[config.mk]
export PLATFORM = sky130hd
export DESIGN_NAME = mem_arbiter
export DESIGN_NICKNAME = d
export VERILOG_FILES = /design/src/rtl/mem_arbiter.sv
export SDC_FILE = /design/constraint.sdc
export NUM_CORES = 1
export LEC_CHECK = 0
export CORE_MARGIN = 10
export CORE_UTILIZATION = 45
export DETAILED_ROUTE_END_ITERATION = 8
export DONT_BUFFER_PORTS = 1
export PLACE_DENSITY = 0.72
export SLEW_MARGIN = 20
export SYNTH_ARGS = -nofsm -noshare
export SYNTH_HDL_FRONTEND = slang
export SYNTH_SLANG_ARGS = --single-unit
[constraint.sdc]
create_clock -name clk -period 6.45 [get_ports clk]
set_input_delay 1.29 -clock clk [delete_from_list [all_inputs] [get_ports clk]]
set_output_delay 1.29 -clock clk [all_outputs]
set_load 0.02 [all_outputs]
[src/rtl/mem_arbiter.sv]
// Two-port (fetch/data) round-robin arbiter in front of a single stalling memory.
// One transaction at a time: IDLE -> RD|WR -> RESP -> IDLE.
module mem_arbiter #(
  parameter int DATA_W  = 32,
  parameter int ADDR_W  = 32,
  parameter int TIMEOUT = 63
) (
  input  logic              clk,
  input  logic              reset,
  input  logic              if_req,
  input  logic              if_write,
  input  logic [ADDR_W-1:0] if_address,
  input  logic [DATA_W-1:0] if_write_data,
  output logic              if_done,
  output logic [DATA_W-1:0] if_read_data,
  output logic              if_stall,
  input  logic              dm_req,
  input  logic              dm_write,
  input  logic [ADDR_W-1:0] dm_address,
  input  logic [DATA_W-1:0] dm_write_data,
  output logic              dm_done,
  output logic [DATA_W-1:0] dm_read_data,
  output logic              dm_stall,
  output logic              mem_read,
  output logic              mem_write,
  output logic [ADDR_W-1:0] mem_address,
  output logic [DATA_W-1:0] mem_write_data,
  input  logic [DATA_W-1:0] mem_read_data,
  input  logic              mem_stall,
  output logic              timeout_err
);

  localparam int CNT_W = (TIMEOUT > 1) ? $clog2(TIMEOUT) : 1;
  localparam logic [CNT_W-1:0] CNT_LAST = CNT_W'(TIMEOUT - 1);

  typedef enum logic [1:0] {IDLE, RD, WR, RESP} state_t;

  state_t            state_q, state_d;
  logic              gnt_q;         // 1 = data port owns the current transaction
  logic              last_grant_q;  // 1 = data port was served last
  logic [CNT_W-1:0]  cnt_q;
  logic              seen_busy_q;
  logic              timeout_err_q;
  logic [DATA_W-1:0] if_rdata_q, dm_rdata_q;
  logic [ADDR_W-1:0] addr_q;
  logic [DATA_W-1:0] wdata_q;

  logic pick_dm, pick_write, grant_en, rd_done, rd_timeout;

  // Data port wins unless the fetch port is alone or the data port went last.
  assign pick_dm    = dm_req && (!if_req || !last_grant_q);
  assign pick_write = pick_dm ? dm_write : if_write;

  always_ff @(posedge clk or posedge reset) begin
    if (reset) state_q <= IDLE;
    else       state_q <= state_d;
  end

  always_comb begin
    state_d    = state_q;
    grant_en   = 1'b0;
    rd_done    = 1'b0;
    rd_timeout = 1'b0;
    case (state_q)
      IDLE: begin
        if (if_req || dm_req) begin
          grant_en = 1'b1;
          state_d  = pick_write ? WR : RD;
        end
      end
      RD: begin
        // A read only counts as finished once the memory has shown it was busy.
        if (seen_busy_q && !mem_stall) begin
          rd_done = 1'b1;
          state_d = RESP;
        end else if (cnt_q == CNT_LAST) begin
          rd_timeout = 1'b1;
          state_d    = RESP;
        end
      end
      WR:      state_d = RESP;
      RESP:    state_d = IDLE;
      default: state_d = IDLE;
    endcase
  end

  always_ff @(posedge clk or posedge reset) begin
    if (reset) begin
      gnt_q         <= 1'b0;
      last_grant_q  <= 1'b0;
      cnt_q         <= '0;
      seen_busy_q   <= 1'b0;
      timeout_err_q <= 1'b0;
      if_rdata_q    <= '0;
      dm_rdata_q    <= '0;
    end else begin
      case (state_q)
        IDLE: begin
          if (grant_en) begin
            gnt_q       <= pick_dm;
            cnt_q       <= '0;
            seen_busy_q <= 1'b0;
          end
        end
        RD: begin
          cnt_q <= cnt_q + 1'b1;
          if (mem_stall) seen_busy_q <= 1'b1;
          if (rd_done) begin
            if (gnt_q) dm_rdata_q <= mem_read_data;
            else       if_rdata_q <= mem_read_data;
          end else if (rd_timeout) begin
            if (gnt_q) dm_rdata_q <= '0;
            else       if_rdata_q <= '0;
            timeout_err_q <= 1'b1;
          end
        end
        RESP:    last_grant_q <= gnt_q;
        default: ;
      endcase
    end
  end

  // Request fields are captured at grant so the requester may drop req afterwards.
  always_ff @(posedge clk) begin
    if (grant_en) begin
      addr_q  <= pick_dm ? dm_address    : if_address;
      wdata_q <= pick_dm ? dm_write_data : if_write_data;
    end
  end

  assign mem_read       = (state_q == RD);
  assign mem_write      = (state_q == WR);
  assign mem_address    = addr_q;
  assign mem_write_data = wdata_q;

  assign if_done      = (state_q == RESP) && !gnt_q;
  assign dm_done      = (state_q == RESP) &&  gnt_q;
  assign if_stall     = if_req && !if_done;
  assign dm_stall     = dm_req && !dm_done;
  assign if_read_data = if_rdata_q;
  assign dm_read_data = dm_rdata_q;
  assign timeout_err  = timeout_err_q;

endmodule
==> results by group <==
Timing
  – Fin crit period: 2.96 ns
  – Setup slack after layout: 3.49 ns
  – Period utilisation layout: 0.459
  – Worst-Margin Slew: 0.815 ns
  – Final setup TNS: 0 ns
  – Final Max Tran Viols: 0
  – Final Hold Viols: 0
  – RSZ-0062 raised after global routing: no
  – Hold_ws: 0.501 ns
  – Final setup fails: 0
  – Achievable Freq: 338 MHz
  – Slew margin rel.: 0.457
  – Clock Skews: 0.00754 ns

Pwr
  – Leak: 2.60 nW
  – Pwr Density: 533 nW/µm²
  – Tot Pwr: 3.41 mW
  – Max VDD drop: 0.244 mV

Detailed routing
  – Pre-Repair DR Iteration Count: 4
  – Drt total wl: 16200 µm
  – Initial drt markers: 191
  – Wire length per cell: 29.6 µm
  – Routed Antenna Nets: 0
  – Vias per inst: 5.85
  – Drc violations: 0
  – Routed vias: 3187

Setup path
  – CP peak stage delay: 0.44 ns
  – Crit-path most repeated cell: nor2b_1
  – Crit path buffers/inverters: 0
  – Worst Setup End Kind: primary output
  – Req. time, crit path: 5.16 ns
  – Worst path cell trace: ha_1, nor2b_1, nor2b_1
  – CP startpoint kind: flop
  – CP Max Fanout: 4
  – Critical-path top delay cell: nor2b_1
  – Top delay family on crit path: simple AND/OR/NAND/NOR gates
  – CP Data Arrival Time: 1.67 ns
  – Worst Path Class, Setup: flop to primary output

Place
  – Placement Setup Slack: 3.51 ns
  – Placer Congestion: 0.814
  – Buffers on Ports: 0
  – Placed cells: 513
  – DP Area: 5830 µm²
  – Detail Placement HPWL: 12100 µm

Logic synthesis
  – Synth top area cells: edfxtp_1 (34%), dfrtp_1 (34%), mux2_2 (13%)
  – Synth warnings: 0
  – Primary FF master, synth: dfrtp_1
  – Post-synth top area cell: edfxtp_1
  – Ys async rst share: 0.543
  – Synth Instances: 359
  – Post-synth top cells: dfrtp_1 (76), mux2_2 (65), a22o_1 (64), edfxtp_1 (64), buf_2 (17)
  – Avg Cell Area, Syn: 15.8 µm²
  – #FFs+latches synth: 140
  – Number of synthesized flops with an enable pin: 64
  – Cell variety after synth: 30
  – Most numerous cell in the Yosys netlist: dfrtp_1
  – Sequential element share of the synthesized area: 0.675
  – Synth top area share: 0.339
  – Net Count, Synth: 532
  – Post-Syn Area: 5660 µm²

Floorplanning
  – Row count: 40
  – Placeable core area: 12200 µm²
  – IO Pins: 302
  – Die Ht: 132 µm
  – Starting Density: 0.466
  – Die area: 17500 µm²
  – Die X: 132 µm

Clock tree
  – CTS max path bufs: 2
  – # hold bufs at CTS: 0
  – Root Driver: clkbuf_16
  – CTS Buf Count: 17
  – # Post-CTS Setup Buffers: 0
  – Post-CTS sizing: 0
  – CTS H-tree lvls: 4
  – CTS clk-pin slew, worst paths: 0.06 ns
  – Clk sinks: 140
  – Clock Latency Late Sink: 0.41 ns
  – CTS tree: done

Cells and area
  – Post-Layout Cell Count: 545
  – Final core utilization: 0.525
  – Layout cells sized above 1: 0.289
  – Ant diodes: 0
  – Area Growth Syn to Fin: 12.8%
  – Final Cell Area: 6390 µm²
  – Nets@finish: 537

Global routing
  – Most used routing layer: met2
  – Initial antenna violation count: 0
  – Largest net degree at the start of global routing: 69
  – First-pass GRT wire length: 23800 µm
  – Gr usage total: 0.179
  – Met1 Resource Use GR: 0.175
  – Met3 Use GR: 0.124
  – Grt met2 use: 0.289
  – Grt total ovfl: 0
  – Vias in the first global route: 3557

Hold path
  – Worst Hold Class: flop to flop

Outcome
  – Status: completed

Job
  – Max Cap Violations: 0
==> logic make-up (layout without fill, tap and decap cells) <==
family / after synthesis / count (layout) / share of synthesized area
AOI/OAI and AO/OA: 77 / 77 / 0.114
xor gates and xnor gates: 4 / 4 / 0.00618
adders and majority gates: 6 / 6 / 0.0133
buffers and inverters: 28 / 46 / 0.0250
DFF: 140 / 140 / 0.675
muxes: 67 / 67 / 0.133
and+or+nand+nor: 37 / 37 / 0.0340
==> cells in the final DEF (no fill, tap or decap), types with 2 or more instances in the layout <==
master,instances
clkbuf_1,2
inv_2,2
edfxtp_1,64
ha_1,6
buf_4,7
nor2_1,12
clkinv_2,4
dfrtp_1,76
nor3b_4,2
nand3_1,3
mux2_2,65
a311oi_1,2
nand2_1,9
inv_1,5
o21ai_0,7
nor4_1,2
clkinvlp_4,3
nor2b_1,4
xnor2_1,4
clkbuf_16,18
a22o_1,64
clkbuf_8,3
==> worst register-to-register path, cell delays in order, from the launching register on <==
cell	delay, ns
dfrtp_1	0.40
inv_1	0.11
ha_1	0.36
o21ai_0	0.20
inv_2	0.08
buf_4	0.61
==> flip-flops by register name (all words and copies together) (netlist names) <==
name / cells
mem_write_data: 32
seen_busy_q: 1
gnt_q: 1
state_q: 2
last_grant_q: 1
mem_address: 32
if_read_data: 32
timeout_err: 1
cnt_q: 6
dm_read_data: 32
==> report_power, final <==
part | total (mW) | internal, mW | switching [mW] | leakage, nW
logic | 0.618 | 0.289 | 0.329 | 0.774
registers | 1.89 | 1.30 | 0.591 | 1.55
clock network | 0.900 | 0.544 | 0.356 | 0.270
==> metal layers <==
layer,up-vias,share of wire
met4,0,0.020
met1,1567,0.33
met3,17,0.16
li1,1378,-
met2,225,0.49
met5,-,0
==> final cells by class <==
cell class	instances	area (µm²)
Inverter	7	26.3
Timing Repair Buffer	7	52.6
Multi-Input combinational cell	191	1720
Sequential cell	140	3820
Clock buffer	23	499
Fill cell	985	5770
Clock inverter	9	60.1
Tap cell	168	210
==> final timing paths <==
| kind | start | endpoint | slack [ns] | depth (start not counted) |
|---|---|---|---|---|
| worst max-delay path | state_q[0] | if_stall | 3.49 | 3 |
| max in group asynchronous | reset | if_read_data[27] | 4.70 | 2 |
| worst min-delay path | seen_busy_q | seen_busy_q | 0.50 | 2 |
| worst max register to register | state_q[1] | mem_address[4] | 4.25 | 5 |
| worst min register to register | seen_busy_q | seen_busy_q | 0.50 | 2 |
| min in group asynchronous | reset | cnt_q[2] | 0.70 | 1 |
(Power assumes the default switching activity.)
